[src/rtl/mcu51_pkg.sv]
// +-----------------------------------------------------------------------+
// | mcu51_pkg : ALUCode encodings, sequencer commands and FSM states       |
// | Revision  : 1.0                                                        |
// +-----------------------------------------------------------------------+
`default_nettype none

package mcu51_pkg;

  localparam logic [3:0] ALU_INC  = 4'h0;
  localparam logic [3:0] ALU_DEC  = 4'h1;
  localparam logic [3:0] ALU_ADD  = 4'h2;
  localparam logic [3:0] ALU_ADDC = 4'h3;
  localparam logic [3:0] ALU_ORL  = 4'h4;
  localparam logic [3:0] ALU_ANL  = 4'h5;
  localparam logic [3:0] ALU_XRL  = 4'h6;
  localparam logic [3:0] ALU_CPL  = 4'h7;
  localparam logic [3:0] ALU_DA   = 4'h8;
  localparam logic [3:0] ALU_SUBB = 4'h9;
  localparam logic [3:0] ALU_RR   = 4'hA;
  localparam logic [3:0] ALU_RRC  = 4'hB;
  localparam logic [3:0] ALU_RL   = 4'hC;
  localparam logic [3:0] ALU_RLC  = 4'hD;

  localparam logic [4:0] CMD_MUL = 5'h10;
  localparam logic [4:0] CMD_DIV = 5'h11;

  typedef enum logic [1:0] {
    ST_IDLE = 2'd0,
    ST_MUL  = 2'd1,
    ST_DIV  = 2'd2
  } state_t;

  // Signed overflow for the add/subtract family; every other code keeps PSW.OV.
  function automatic logic calc_ov(input logic [3:0] code, input logic a7,
                                   input logic b7, input logic r7, input logic ov_in);
    logic ov;
    ov = ov_in;
    if (code == ALU_ADD || code == ALU_ADDC)
      ov = (a7 == b7) && (r7 != a7);
    else if (code == ALU_SUBB)
      ov = (a7 != b7) && (r7 != a7);
    return ov;
  endfunction

endpackage

`default_nettype wire

[src/rtl/alu_sequencer.sv]
// +-----------------------------------------------------------------------+
// | alu_sequencer : MCU51 execute-stage ALU controller, MUL/DIV sequencer  |
// | Revision      : 1.0                                                    |
// +-----------------------------------------------------------------------+
`default_nettype none

module alu_sequencer
  import mcu51_pkg::*;
#(
  parameter int ITER = 8
) (
  input  logic       clk,
  input  logic       rst_n,
  input  logic       start,
  input  logic [4:0] cmd,
  input  logic [7:0] op_a,
  input  logic [7:0] op_b,
  input  logic       cy_in,
  input  logic       ac_in,
  input  logic       ov_in,
  output logic [3:0] alu_code,
  output logic [7:0] alu_a,
  output logic [7:0] alu_b,
  output logic       alu_cy,
  output logic       alu_ac,
  input  logic [7:0] alu_result,
  input  logic       alu_carry,
  input  logic       alu_acarry,
  output logic       busy,
  output logic       done,
  output logic [7:0] res_a,
  output logic [7:0] res_b,
  output logic       cy,
  output logic       ac,
  output logic       ov,
  output logic       p,
  output logic       we_a,
  output logic       we_b,
  output logic       we_psw
);

  localparam int CNT_W = (ITER > 1) ? $clog2(ITER) : 1;
  localparam logic [CNT_W-1:0] C_CNT_LAST = CNT_W'(ITER - 1);

  // r_h/r_l/r_m hold H/L/M during MUL and R/Q/D during DIV.
  state_t           r_state;
  logic [7:0]       r_h, r_l, r_m;
  logic [CNT_W-1:0] r_cnt;
  logic [7:0]       r_res_a, r_res_b;
  logic             r_cy, r_ac, r_ov;
  logic             r_done, r_we_a, r_we_b, r_we_psw;

  state_t           w_state;
  logic [7:0]       w_h, w_l, w_m;
  logic [CNT_W-1:0] w_cnt;
  logic [7:0]       w_res_a, w_res_b;
  logic             w_cy, w_ac, w_ov;
  logic             w_done, w_we_a, w_we_b, w_we_psw;

  logic [8:0]       w_mul_sum;
  logic [7:0]       w_mul_h, w_mul_l;
  logic [7:0]       w_div_rsh;
  logic             w_div_take;
  logic [7:0]       w_div_r, w_div_q;

  // MUL step: conditional add of M into H, then shift {c,H,L} right by one.
  assign w_mul_sum = r_l[0] ? {alu_carry, alu_result} : {1'b0, r_h};
  assign w_mul_h   = w_mul_sum[8:1];
  assign w_mul_l   = {w_mul_sum[0], r_l[7:1]};

  // DIV step: restoring division; a shifted-out MSB means R' >= D regardless of borrow.
  assign w_div_rsh  = {r_h[6:0], r_l[7]};
  assign w_div_take = r_h[7] | ~alu_carry;
  assign w_div_r    = w_div_take ? alu_result : w_div_rsh;
  assign w_div_q    = {r_l[6:0], w_div_take};

  always_comb begin
    alu_code = cmd[3:0];
    alu_a    = op_a;
    alu_b    = op_b;
    alu_cy   = cy_in;
    alu_ac   = ac_in;
    case (r_state)
      ST_MUL: begin
        alu_code = ALU_ADD;
        alu_a    = r_h;
        alu_b    = r_m;
        alu_cy   = 1'b0;
        alu_ac   = 1'b0;
      end
      ST_DIV: begin
        alu_code = ALU_SUBB;
        alu_a    = w_div_rsh;
        alu_b    = r_m;
        alu_cy   = 1'b0;
        alu_ac   = 1'b0;
      end
      default: ;
    endcase
  end

  always_comb begin
    w_state  = r_state;
    w_h      = r_h;
    w_l      = r_l;
    w_m      = r_m;
    w_cnt    = r_cnt;
    w_res_a  = r_res_a;
    w_res_b  = r_res_b;
    w_cy     = r_cy;
    w_ac     = r_ac;
    w_ov     = r_ov;
    w_done   = 1'b0;
    w_we_a   = 1'b0;
    w_we_b   = 1'b0;
    w_we_psw = 1'b0;

    case (r_state)
      ST_IDLE: begin
        if (start) begin
          if (cmd == CMD_MUL) begin
            w_state = ST_MUL;
            w_h     = 8'h00;
            w_l     = op_a;
            w_m     = op_b;
            w_cnt   = '0;
          end else if (cmd == CMD_DIV) begin
            if (op_b == 8'h00) begin
              w_done   = 1'b1;
              w_we_psw = 1'b1;
              w_cy     = 1'b0;
              w_ov     = 1'b1;
              w_ac     = ac_in;
            end else begin
              w_state = ST_DIV;
              w_h     = 8'h00;
              w_l     = op_a;
              w_m     = op_b;
              w_cnt   = '0;
            end
          end else if (!cmd[4]) begin
            w_res_a  = alu_result;
            w_cy     = alu_carry;
            w_ac     = alu_acarry;
            w_ov     = calc_ov(cmd[3:0], op_a[7], op_b[7], alu_result[7], ov_in);
            w_done   = 1'b1;
            w_we_a   = 1'b1;
            w_we_psw = 1'b1;
          end else begin
            w_done = 1'b1;
          end
        end
      end

      ST_MUL: begin
        w_h   = w_mul_h;
        w_l   = w_mul_l;
        w_cnt = r_cnt + 1'b1;
        if (r_cnt == C_CNT_LAST) begin
          w_state  = ST_IDLE;
          w_res_a  = w_mul_l;
          w_res_b  = w_mul_h;
          w_cy     = 1'b0;
          w_ov     = (w_mul_h != 8'h00);
          w_ac     = ac_in;
          w_done   = 1'b1;
          w_we_a   = 1'b1;
          w_we_b   = 1'b1;
          w_we_psw = 1'b1;
        end
      end

      ST_DIV: begin
        w_h   = w_div_r;
        w_l   = w_div_q;
        w_cnt = r_cnt + 1'b1;
        if (r_cnt == C_CNT_LAST) begin
          w_state  = ST_IDLE;
          w_res_a  = w_div_q;
          w_res_b  = w_div_r;
          w_cy     = 1'b0;
          w_ov     = 1'b0;
          w_ac     = ac_in;
          w_done   = 1'b1;
          w_we_a   = 1'b1;
          w_we_b   = 1'b1;
          w_we_psw = 1'b1;
        end
      end

      default: w_state = ST_IDLE;
    endcase
  end

  always_ff @(posedge clk or negedge rst_n) begin
    if (!rst_n) begin
      r_state  <= ST_IDLE;
      r_h      <= 8'h00;
      r_l      <= 8'h00;
      r_m      <= 8'h00;
      r_cnt    <= '0;
      r_res_a  <= 8'h00;
      r_res_b  <= 8'h00;
      r_cy     <= 1'b0;
      r_ac     <= 1'b0;
      r_ov     <= 1'b0;
      r_done   <= 1'b0;
      r_we_a   <= 1'b0;
      r_we_b   <= 1'b0;
      r_we_psw <= 1'b0;
    end else begin
      r_state  <= w_state;
      r_h      <= w_h;
      r_l      <= w_l;
      r_m      <= w_m;
      r_cnt    <= w_cnt;
      r_res_a  <= w_res_a;
      r_res_b  <= w_res_b;
      r_cy     <= w_cy;
      r_ac     <= w_ac;
      r_ov     <= w_ov;
      r_done   <= w_done;
      r_we_a   <= w_we_a;
      r_we_b   <= w_we_b;
      r_we_psw <= w_we_psw;
    end
  end

  assign busy   = (r_state != ST_IDLE);
  assign done   = r_done;
  assign res_a  = r_res_a;
  assign res_b  = r_res_b;
  assign cy     = r_cy;
  assign ac     = r_ac;
  assign ov     = r_ov;
  assign p      = ^r_res_a;
  assign we_a   = r_we_a;
  assign we_b   = r_we_b;
  assign we_psw = r_we_psw;

endmodule

`default_nettype wire

[config.mk]
export PLATFORM = sky130hd
export DESIGN_NAME = alu_sequencer
export DESIGN_NICKNAME = d
export VERILOG_FILES = /design/src/rtl/mcu51_pkg.sv /design/src/rtl/alu_sequencer.sv
export SDC_FILE = /design/constraint.sdc
export NUM_CORES = 1
export LEC_CHECK = 0
export ABC_CLOCK_PERIOD_IN_PS = 4100
export CAP_MARGIN = 25
export CORE_MARGIN = 2
export CORE_UTILIZATION = 53
export CTS_CLUSTER_SIZE = 25
export DETAILED_ROUTE_END_ITERATION = 12
export PLACE_DENSITY = 0.86
export SYNTH_ARGS = -nofsm -noshare
export SYNTH_HDL_FRONTEND = slang
export SYNTH_SLANG_ARGS = --single-unit
[constraint.sdc]
create_clock -name clk -period 4.1 [get_ports clk]
set_clock_uncertainty 0.1 [all_clocks]
set_input_delay 0.82 -clock clk [delete_from_list [all_inputs] [get_ports clk]]
set_output_delay 0.82 -clock clk [all_outputs]
set_load 0.02 [all_outputs]
==> metrics.md, run 1 <==
| Metric | Value |
|---|---|
| GRT Util Overall | 26.1% |
| WP data arrival | 2.68 ns |
| Setup CP Type | flop to output pin |
| Die X | 81.7 microns |
| Overall power | 3480 uW |
| Period utilization | 87.8% |
| Clock slew at reported path FFs | 0.10 ns |
| Fin cells | 515 |
| Main combinational cell family by area after synthesis | compound AO/OA/AOI/OAI gates |
| Die area | 0.00667 sq mm |
| Setup bufs post-CTS | 0 |
| Ys async rst share | 100% |
| Drt drc | 0 |
| PostCTS Resize Cnt | 0 |
| WP data required | 3.18 ns |
| GPL Wtd Cong | 0.930 |
| Synth Instances | 364 |
| Syn avg cell area | 8.79 sq um |
| RSZ-0062 raised after global routing | false |
| Post-route cell area | 0.00418 sq mm |
| Setup TNS | 0 ns |
| Commonest non-fill, non-tap cells in the layout | 82 x clkdlybuf4s50_1, 52 x dfrtp_1, 44 x o21ai_0 |
| Most used DFF post-synth | dfrtp_1 |
| Relative slew slack | 45.1% |
| Vias in the first global route | 2934 |
| Setup violations, final | 0 |
| Netlist Area Pre-Place | 0.00320 sq mm |
| Max Freq | 278 MHz |
| Worst Reg2Reg Path Length in Cells | 7 |
| DR vias/cell | 5.87 |
| CTS Sinks | 52 |
| Leading cell type in the layout, fill and taps excluded | clkdlybuf4s50_1 |
| Fraction of layout cells with a size suffix above 1 | 9.09% |
| WL final | 8250 microns |
| Post-synthesis mux area share | 12.2% |
| Endpoints failing hold | 0 |
| Synth Warn # | 0 |
| Cell Rows | 28 |
| Max-cap violations | 0 |
| Post-Synth Simple-Gate Area | 16.0% |
| Slew @ Worst Pin | 0.823 ns |
| Crit end category | output pin |
| Number of diodes | 0 |
| Initial antenna violation count | 0 |
| WL per Instance | 16.0 microns |
| I/O pin cnt | 84 |
| CTS tree | built |
| Post-DP Area | 0.00407 sq mm |
| H-tree depth | 2 |
| Initial Util | 54.4% |
| CTS buffer count | 5 |
| Port bufs | 83 |
| Final min period | 3.60 ns |
| Peak VDD IR | 0.786 mV |
| Nets | 482 |
| Clock insertion delay at the later pin of the skew report | 0.30 ns |
| Synth Register Bits | 52 |
| Largest net degree at the start of global routing | 39 |
| Hold depth | 2 |
| Crit start category | flop |
| Post-DRT Antenna Nets | 0 |
| CTS Buffer Depth | 2 |
| GRT Residual Overflow | 0 |
| Cts-stage hold buffer count | 0 |
| CTS root buf | clkbuf_8 |
| Hold Path Class | flop to flop |
| Dpl ws | 0.839 ns |
| Unique masters post-synth | 47 |
| Register area share after synthesis | 40.7% |
| Post-synth EDFFs | 0 |
| Slew Limit Fails | 0 |
| Worst setup margin | 0.500 ns |
| Cells after DPL | 507 |
| CORE AREA | 0.00589 sq mm |
| XOR/XNOR share of the synthesized area | 1.92% |
| Detail Placement HPWL | 6130 microns |
| Post-synthesis compound-gate area fraction | 22.3% |
| Vias | 3024 |
| Power Dens Cells | 834 mW/mm^2 |
| DR iter-0 viols | 296 |
| Syn Nets | 407 |
| Pleak | 0.00175 uW |
| Synthesis-to-layout area growth | 30.7% |
| Synth Area in Adders | 2.35% |
| CP max FO | 24 |
| Run status | complete, no violations |
| Die Height | 81.7 microns |
| Global-route wire length before repair | 13500 microns |
| Fillers | 454 |
| TritonRoute pass-1 iters | 5 |
-- per-layer routing --
layer / global-route usage [%] / wire [microns] / vias to the layer above
li1: - / - / 1443
met1: 33.6 / 3530 / 1425
met2: 44.8 / 3910 / 142
met3: 4.84 / 674 / 14
met4: 7.83 / 129 / 0
met5: 0 / 0 / -
-- cells by family (layout without fill, tap and decap cells) --
family | count (synthesis) | in the layout
AO/OA/AOI/OAI | 117 | 117
flip-flops | 52 | 52
multiplexers | 37 | 37
XOR/XNOR | 7 | 7
buffers and inverters | 33 | 109
adder cells (fa/ha/maj) | 6 | 6
AND/OR/NAND/NOR | 112 | 112
-- final timing paths --
check,endpoint,slack (ns),start
setup / recovery,alu_code[1],0.50,r_state[1]$_DFFE_PN0P_
hold / removal,res_b[6]$_DFFE_PN0P_,0.38,res_b[6]$_DFFE_PN0P_
setup reg to reg,res_a[7]$_DFFE_PN0P_,1.65,r_state[0]$_DFFE_PN0P_
hold reg to reg,res_b[6]$_DFFE_PN0P_,0.38,res_b[6]$_DFFE_PN0P_
max in group asynchronous,r_state[0]$_DFFE_PN0P_,2.66,rst_n
min in group asynchronous,res_a[5]$_DFFE_PN0P_,0.49,rst_n
-- critical path, cell delays in order (launching register included) --
cell	delay, ns
dfrtp_1	0.41
inv_1	0.11
ha_1	0.70
nand2_1	0.33
o21ai_0	0.19
clkdlybuf4s50_1	0.64
-- final cells by class --
type                            count  area [sq um]  share of cell area (%)
Sequential cell                    52          1300                    31.1
Clock inverter                      2          35.0                   0.838
Timing Repair Buffer               90           878                    21.0
Tap cell                           75          93.8                    2.24
Clock buffer                        6          72.6                    1.74
Multi-Input combinational cell    279          1760                    42.1
Inverter                           11          41.3                   0.988
-- power by group --
part | switching, uW | internal (uW) | total [uW]
logic | 1250 | 1020 | 2270
registers | 160 | 703 | 863
clock network | 169 | 181 | 350
-- Yosys cell counts (2+ instances only) --
cell      count  area share [%]
a21o_1        2            0.47
a21oi_1      20             3.1
a221o_1       6             1.9
a22oi_1       8             1.9
a31oi_1       3            0.59
buf_1         3            0.35
buf_6         2            0.70
clkbuf_1     15             1.8
dfrtp_1      52              41
ha_1          6             2.3
inv_1        10             1.2
mux2_2       17             6.0
mux2i_1      20             6.3
nand2_1      43             5.0
nand2b_1      4            0.78
nand3_1       5            0.78
nor2_1       35             4.1
nor2b_1      12             2.3
nor3_1        4            0.63
nor4_1        3            0.59
nor4b_1       2            0.55
o21ai_0      44             6.9
o21ai_1      17             2.7
o22a_1        3            0.82
xnor2_1       6             1.6
-- per-stage QoR --
stage	util, %	hold WS, ns
after floorplan	-	0.358
after global placement	69.2	0.362
after global routing	71.0	0.411
final	71.0	0.383
after CTS	71.0	0.390
after detailed placement	69.2	0.369
-- flip-flops by register name, summed over array words and instances (netlist names) --
name	cells
we_a	1
r_m	8
ov	1
r_state	2
res_b	8
we_psw	1
we_b	1
res_a	8
done	1
cy	1
r_h	8
ac	1
r_l	8
r_cnt	3
No activity file was read; power rests on OpenSTA's default activity.
==> run 2: changes to the inputs <==
- ABC_CLOCK_PERIOD_IN_PS: 4100 -> 4500
- CAP_MARGIN: 25 -> 20
- clock period: 4.1 -> 4.5 ns (I/O delays scaled with it)
==> metrics.md, run 2 (synthesized netlist as in run 1, its figures left out) <==
| Metric | Value |
|---|---|
| Peak VDD IR | 0.649 mV (was 0.786 mV) |
| WL per Instance | 16.2 microns (was 16.0 microns) |
| Setup bufs post-CTS | 0 (unchanged) |
| Detail Placement HPWL | 6030 microns (was 6130 microns) |
| DR vias/cell | 5.82 (was 5.87) |
| Power Dens Cells | 768 mW/mm^2 (was 834 mW/mm^2) |
| Period utilization | 81.9% |
| Fillers | 453 (was 454) |
| Crit-path max cell delay | 0.64 ns (was 0.70 ns) |
| Fin cells | 514 (was 515) |
| CP max FO | 32 (was 24) |
| GRT Util Overall | 25.6% (was 26.1%) |
| Die area | 0.00667 sq mm (unchanged) |
| Dpl ws | 1.16 ns (was 0.839 ns) |
| CTS buffer count | 5 (unchanged) |
| Vias | 2991 (was 3024) |
| Cells after DPL | 506 (was 507) |
| Area of the multi-input gates | 0.00176 sq mm (unchanged) |
| Crit path max-delay cell type | clkdlybuf4s50_1 (was ha_1) |
| Commonest non-fill, non-tap cells in the layout | 82 x clkdlybuf4s50_1, 52 x dfrtp_1, 44 x o21ai_0 (unchanged) |
| Crit start category | flop (unchanged) |
| PostCTS Resize Cnt | 0 (unchanged) |
| WP data required | 3.50 ns (was 3.18 ns) |
| Max Freq | 271 MHz |
| Post-DRT Antenna Nets | 0 (unchanged) |
| Max-cap violations | 0 (unchanged) |
| Number of diodes | 0 (unchanged) |
| Relative slew slack | 35.9% (was 45.1%) |
| Pleak | 0.00176 uW (was 0.00175 uW) |
| Setup TNS | 0 ns (unchanged) |
| Initial Util | 54.4% (unchanged) |
| DR iter-0 viols | 275 (was 296) |
| Initial antenna violation count | 0 (unchanged) |
| Overall power | 3220 uW (was 3480 uW) |
| Slew Limit Fails | 0 (unchanged) |
| TritonRoute pass-1 iters | 5 (unchanged) |
| I/O pin cnt | 84 (unchanged) |
| Leading cell type in the layout, fill and taps excluded | clkdlybuf4s50_1 (unchanged) |
| Synthesis-to-layout area growth | 31.0% (was 30.7%) |
| CTS Sinks | 52 (unchanged) |
| Post-DP Area | 0.00407 sq mm (about the same) |
| CTS root buf | clkbuf_8 (unchanged) |
| Run status | complete, no violations (unchanged) |
| Cell Rows | 28 (unchanged) |
| Slew @ Worst Pin | 0.959 ns (was 0.823 ns) |
| Post-route cell area | 0.00419 sq mm (was 0.00418 sq mm) |
| WP data arrival | 2.68 ns (about the same) |
| Setup violations, final | 0 (unchanged) |
| Fraction of layout cells with a size suffix above 1 | 9.11% (was 9.09%) |
| Cts-stage hold buffer count | 0 (unchanged) |
| Worst setup margin | 0.815 ns (was 0.500 ns) |
| CTS Buffer Depth | 2 (unchanged) |
| Largest net degree at the start of global routing | 53 (was 39) |
| Clock insertion delay at the later pin of the skew report | 0.31 ns (was 0.30 ns) |
| H-tree depth | 2 (unchanged) |
| Clock slew at reported path FFs | 0.09 ns (was 0.10 ns) |
| Drt drc | 0 (unchanged) |
| WL final | 8310 microns (was 8250 microns) |
| CTS tree | built (unchanged) |
| RSZ-0062 raised after global routing | false (unchanged) |
| R2r setup slk | 1.80 ns (was 1.65 ns) |
| CORE AREA | 0.00589 sq mm (unchanged) |
| Global-route wire length before repair | 13100 microns (was 13500 microns) |
| Final min period | 3.68 ns |
| GPL Wtd Cong | 0.902 (was 0.930) |
| Port bufs | 83 (unchanged) |
| Die Height | 81.7 microns (unchanged) |
| Hold Path Class | flop to flop (unchanged) |
| Crit end category | output pin (unchanged) |
| Endpoints failing hold | 0 (unchanged) |
| Storage cell area | 0.00130 sq mm (unchanged) |
| Setup CP Type | flop to output pin (unchanged) |
| CP Buf/Inv Count | 3 (was 2) |
| GRT Residual Overflow | 0 (unchanged) |
| Die X | 81.7 microns (unchanged) |
| CP cell instances | inv_1 > ha_1 > buf_4 > nor2_1 > a21oi_1 > clkdlybuf4s50_1 (was inv_1 > ha_1 > nand2_1 > o21ai_0 > clkdlybuf4s50_1) |
| Vias in the first global route | 2849 (was 2934) |
| Critical path's top delay family | buffers and inverters (unchanged) |
| Nets | 481 (was 482) |
run 2: report_power, final:
group | internal (uW) | switching [uW] | leakage (uW)
Clock | 196 | 156 | 0.0000645
Sequential | 641 | 148 | 0.000646
Combinational | 927 | 1150 | 0.00105
Total | 1760 | 1460 | 0.00176
run 2: path summary, 6_finish.rpt:
check | to | from | cells past startpoint
setup reg to reg | res_a[7]$_DFFE_PN0P_ | r_state[0]$_DFFE_PN0P_ | 8
setup / recovery | alu_a[1] | r_state[0]$_DFFE_PN0P_ | 6
max in group asynchronous | res_b[7]$_DFFE_PN0P_ | rst_n | 2
hold reg to reg | res_b[6]$_DFFE_PN0P_ | res_b[6]$_DFFE_PN0P_ | 2
hold / removal | res_b[6]$_DFFE_PN0P_ | res_b[6]$_DFFE_PN0P_ | 2
min in group asynchronous | res_a[7]$_DFFE_PN0P_ | rst_n | 2
run 2: layout make-up:
cell class	count	area share, %
clock buffer	7	2.30
clock inverter	1	0.716
inverter	11	0.985
multi-input combinational	279	41.9
sequential	52	31.0
tap	75	2.24
timing repair buffer	89	20.8
run 2: worst register-to-register path, delay by kind of cell (launching register included):
| kind | cells | cell delay [ns] |
|---|---|---|
| buffers and inverters | 3 | 0.72 |
| adders and majority gates | 1 | 0.59 |
| and+or+nand+nor | 2 | 0.43 |
| DFF | 1 | 0.41 |
| AOI/OAI and AO/OA | 2 | 0.31 |
run 2: through the flow:
step	utilization [%]	hold slack, ns
4_1_cts	71.2	0.389
3_5_place_dp	69.1	0.369
5_1_grt	71.2	0.431
2_1_floorplan	-	0.358
6_report	71.2	0.382
3_3_place_gp	69.1	0.363
run 2: layer usage:
layer	routed length [microns]	GRT usage [%]	vias to the layer above
met2	3970	43.9	133
met5	0	0	-
li1	-	-	1444
met3	681	5.49	13
met1	3520	32.7	1401
met4	137	7.00	0
==> RTL edit 1 (flow settings as in run 2) <==
`ITER`: 8 -> 4.
--- a/src/rtl/alu_sequencer.sv
+++ b/src/rtl/alu_sequencer.sv
@@ -7,7 +7,7 @@
 module alu_sequencer
   import mcu51_pkg::*;
 #(
-  parameter int ITER = 8
+  parameter int ITER = 4
 ) (
   input  logic       clk,
   input  logic       rst_n,
Function: changed (a bounded check fails within 10 cycles, from zero or initial values and one cycle with rst_n low).
==> RTL edit 1 against run 2 <==
Worst setup slack got worse by 0.020 ns. Sequential power rose by 6.8%. Critical path type unchanged. Total power fell by 5.9%. Sequential cell count fell by 1. Synthesized cell count fell by 8.2%. Fmax fell by 0.54%. Critical path depth fell by 1. Synthesized area fell by 2.9%. Count of clock-buffer cells in the layout fell by 2. Critical endpoint is now alu_code[3]. Non-clock buffer count did not move. Wire length fell by 2.9%. Final area fell by 3.2%. Largest power group unchanged.
==> RTL edit 1: results <==
cells_and_area:
  fillers: 412
  drive_above_1_share_pct: 10.5
  fin_nets: 451
power:
  p_leak_nw: 1.69
  peakVddDrop_mv: 0.659
routing:
  routed_wl_um: 8070
  dr_total_vias: 2859
  wl_met2_um: 3820
  wl_met3_um: 551
  drt_iter0_markers: 321
worst_setup_path:
  crit_fanout: 22
  reg2reg_depth: 6
  slowest_stage: "ha_1"
  critical-path-max-stage-delay_ns: 0.68
global_route:
  grt_max_degree: 52
  grt_pass1_wl_um: 13000
  grt_pass1_vias: 2709
  grt_use_total_pct: 26.3
logic_synthesis:
  ys_top_cells_by_count: "dfrtp_1 (51), nand2_1 (39), nor2_1 (29)"
  yosysSeqAreaShare_pct: 41.1
  ys_types: 41
  synth_nets: 376
placed_design:
  place_hpwl_um: 5920
  gp_congestion: 0.915
timing:
  hold_ws_ns: 0.392
  max_slew_margin_pct: 36.3
run_status:
  status: "finished clean"
worst_hold_path:
  holdPathEnd: "res_b[4]"
==> RTL edit 1: cell types whose count changed after synthesis, sizes merged, moves of 3 or more <==
cell,delta
nand2,-4
a221o,-6
a221oi,+6
o31ai,+11
o21ai,-27
nor2,-7
mux2,+5
nor2b,-3
==> RTL edit 1: how the worst max path moves through the flow <==
stage,from,end,slack [ns],depth (start not counted)
floorplan,r_state[0],alu_a[1],1.67,6
global placement,cmd[0],alu_code[0],1.16,4
detailed placement,cmd[1],r_m[5],1.11,5
CTS,r_state[0],alu_code[3],0.78,5
global route,r_state[0],alu_code[0],0.63,5
finish,r_state[0],alu_code[3],0.80,5
==> RTL edit 1: kinds of logic (layout without fill, tap and decap cells) <==
| kind of cell | after synthesis | after routing | synth area share [%] |
|---|---|---|---|
| XOR/XNOR | 7 | 7 | 1.97 |
| adder cells (fa/ha/maj) | 5 | 5 | 2.01 |
| buffers and inverters | 33 | 109 | 4.47 |
| AO/OA/AOI/OAI | 96 | 96 | 19.6 |
| multiplexers | 44 | 44 | 16.0 |
| AND/OR/NAND/NOR | 98 | 98 | 14.8 |
| flip-flops | 51 | 51 | 41.1 |
==> RTL edit 1: layout make-up <==
class	instances	share of cell area (%)
Inverter	12	1.11
Timing Repair Buffer	89	21.5
Sequential cell	51	31.4
Clock buffer	5	1.70
Tap cell	72	2.22
Clock inverter	3	0.370
Multi-Input combinational cell	250	41.7
==> RTL edit 1: stage by stage <==
| step | setup slack, ns | util, % | instance area, um2 | std cells |
|---|---|---|---|---|
| 2_1_floorplan | 1.67 | - | 3110 | 334 |
| 3_3_place_gp | 1.16 | 71.3 | 3980 | 474 |
| 3_5_place_dp | 1.11 | 71.3 | 3980 | 474 |
| 4_1_cts | 0.781 | 72.8 | 4060 | 482 |
| 5_1_grt | 0.628 | 72.8 | 4060 | 482 |
| 6_report | 0.795 | 72.8 | 4060 | 482 |
==> RTL edit 1: worst max-delay path, delay by kind of cell (launching register included) <==
kind | cells | cell delay [ns]
adder cells (fa/ha/maj) | 1 | 0.68
AND/OR/NAND/NOR | 1 | 0.40
buffers and inverters | 2 | 0.72
flip-flops | 1 | 0.43
AO/OA/AOI/OAI | 1 | 0.17
==> RTL edit 1: routing by layer <==
layer,up-vias,GRT usage (%)
li1,1355,-
met1,1341,36.4
met2,144,41.3
met3,19,4.27
met4,0,10.3
met5,-,0
==> RTL edit 1: where the power goes <==
group | switching, W | internal, W | leakage [nW]
combinational | 0.00104 | 0.000894 | 0.995
sequential | 0.000183 | 0.000660 | 0.650
clock | 0.000148 | 0.000107 | 0.0477
total | 0.00137 | 0.00166 | 1.69
==> RTL edit 2 (config.mk and constraints of run 2) <==
Made on the original files. Remove the register `r_we_b`: a continuous assignment takes its place, so the output `we_b` follows one clock earlier.
--- a/src/rtl/alu_sequencer.sv
+++ b/src/rtl/alu_sequencer.sv
@@ -206,7 +206,6 @@
       r_ov     <= 1'b0;
       r_done   <= 1'b0;
       r_we_a   <= 1'b0;
-      r_we_b   <= 1'b0;
       r_we_psw <= 1'b0;
     end else begin
       r_state  <= w_state;
@@ -221,10 +220,11 @@
       r_ov     <= w_ov;
       r_done   <= w_done;
       r_we_a   <= w_we_a;
-      r_we_b   <= w_we_b;
       r_we_psw <= w_we_psw;
     end
   end
+
+  assign r_we_b = w_we_b;
 
   assign busy   = (r_state != ST_IDLE);
   assign done   = r_done;
Behaviour: not the same (Yosys sat finds a counterexample within 10 cycles, from zero or initial values and one cycle with rst_n low).
==> RTL edit 2 against run 2 <==
Total power fell by 1.2%. Largest power group unchanged. Clock power down 6.5%. Critical path type unchanged. Synthesized area shrank 1.0%. Sequential power decreased by 2%. Sequential cell count decreased by 1. Via count rose by 1.8%. Wire length rose by 3.0%. Global-route usage grew 1.5 points. Critical path depth down 1. Combinational power about the same. Worst setup slack worse by 0.056 ns. Count of clock-buffer cells in the layout down 2. Final area shrank 0.87%.
==> RTL edit 2: results <==
logic_synthesis:
  yosysSeqAreaShare_pct: 40.3
  async_flop_share_pct: 100
  synth_compound_area_share_pct: 22.8
  synth.area.mux_share_pct: 12.9
  netlist.area_leader.share_pct: 40.3
  ys_top_cells_by_count: "dfrtp_1 (51), nand2_1 (43), o21ai_0 (42), nor2_1 (28), a21oi_1 (23)"
  synth_xor_area_share_pct: 1.94
  synth_fa_ha_area_share_pct: 2.37
  ys_types: 47
  netlist_top_cells_area: "dfrtp_1 (40%), mux2_2 (6.8%), o21ai_0 (6.6%), nand2_1 (5.1%), mux2i_1 (5.1%)"
  synth_nets: 401
placed_design:
  placedInstanceArea_um2: 4040
  gp_congestion: 0.866
  place_hpwl_um: 6150
routing:
  dr_total_vias: 3046
  detail_route.first_pass.iterations: 5
  drt_iter0_markers: 391
  routed_wl_um: 8550
clocking:
  cts_buffers: 5
  clock_path_buffers: 2
  path_clk_slew_ns: 0.10
  h-tree-depth: 2
run_status:
  status: "finished clean"
worst_setup_path:
  slowest_stage: "ha_1"
  crit_fanout: 26
  critical-path-max-stage-delay_ns: 0.77
  crit_arrival_ns: 2.74
global_route:
  grt_max_degree: 52
  grt_pass1_wl_um: 13800
  grt_pass1_vias: 2811
  antenna_found_initial: 0
  grt_use_total_pct: 27.1
timing:
  worstMarginPinSlew_ns: 0.924
worst_hold_path:
  hold_class: "flop to flop"
cells_and_area:
  fillers: 454
  fin_nets: 476
  n_antenna_cell: 0
  drive_above_1_share_pct: 9.68
power:
  p_leak_nw: 1.74
  peakVddDrop_mv: 0.762
-- RTL edit 2: changes by cell type after synthesis, moves of 2 or more --
| cell | delta |
|---|---|
| nor2_1 | -7 |
| mux2i_1 | -4 |
| a21oi_1 | +3 |
| mux2_1 | +3 |
| a31oi_1 | +2 |
| clkbuf_1 | -2 |
| mux2_2 | +2 |
| o21ai_0 | -2 |
| o31ai_1 | +2 |
-- RTL edit 2: stage by stage --
step           std cells  total power, W  setup WS, ns  util (%)
3_3_place_gp         500         0.00279          1.11      69.0
3_5_place_dp         501         0.00284          1.12      69.1
2_1_floorplan        358         0.00208          1.54         -
5_1_grt              509         0.00340         0.549      71.0
6_report             509         0.00318         0.759      71.0
4_1_cts              509         0.00318         0.784      71.0
-- RTL edit 2: worst paths after layout --
path | start | to | slack, ns | cells after the start
min reg2reg | r_m[4] | r_m[4] | 0.39 | 1
max in group asynchronous | rst_n | r_state[1] | 3.26 | 2
min in group asynchronous | rst_n | res_b[7] | 0.60 | 2
min | r_m[4] | r_m[4] | 0.39 | 1
max | r_state[0] | alu_code[0] | 0.76 | 5
max reg2reg | r_state[0] | cy | 1.74 | 9
-- RTL edit 2: final cells by class --
type	instances	area share, %
clock inverters	3	1.05
clock buffers	5	1.66
repair buffers	90	21.1
well taps	75	2.26
flip-flops and latches	51	30.7
multi-input cells	274	42.2
inverters	11	0.994
-- RTL edit 2: kinds of logic (layout without fill, tap and decap cells) --
family                   Yosys count  after routing
multiplexers                      38             38
XOR/XNOR                           7              7
AO/OA/AOI/OAI                    119            119
buffers and inverters             33            109
adder cells (fa/ha/maj)            6              6
flip-flops                        51             51
AND/OR/NAND/NOR                  104            104
-- RTL edit 2: layer usage --
layer | routed length, um | part of all wire [%] | GRT usage (%) | up-vias
met1 | 3600 | 42 | 35.5 | 1450
met4 | 144 | 1.7 | 7.29 | 0
met3 | 615 | 7.2 | 5.33 | 15
met2 | 4190 | 49 | 45.7 | 146
li1 | - | - | - | 1435
met5 | 0 | 0 | 0 | -
-- RTL edit 2: power breakdown --
part	switching [W]	total, W	leakage [nW]	internal, W
clock	0.000164	0.000330	0.0581	0.000166
sequential	0.000148	0.000777	0.636	0.000629
combinational	0.00115	0.00208	1.05	0.000925
-- RTL edit 2: worst max-delay path, delay by kind of cell (launching register included) --
kind	cells	cell delay, ns
buffers and inverters	2	0.77
adder cells (fa/ha/maj)	1	0.77
flip-flops	1	0.43
AND/OR/NAND/NOR	1	0.29
AO/OA/AOI/OAI	1	0.17
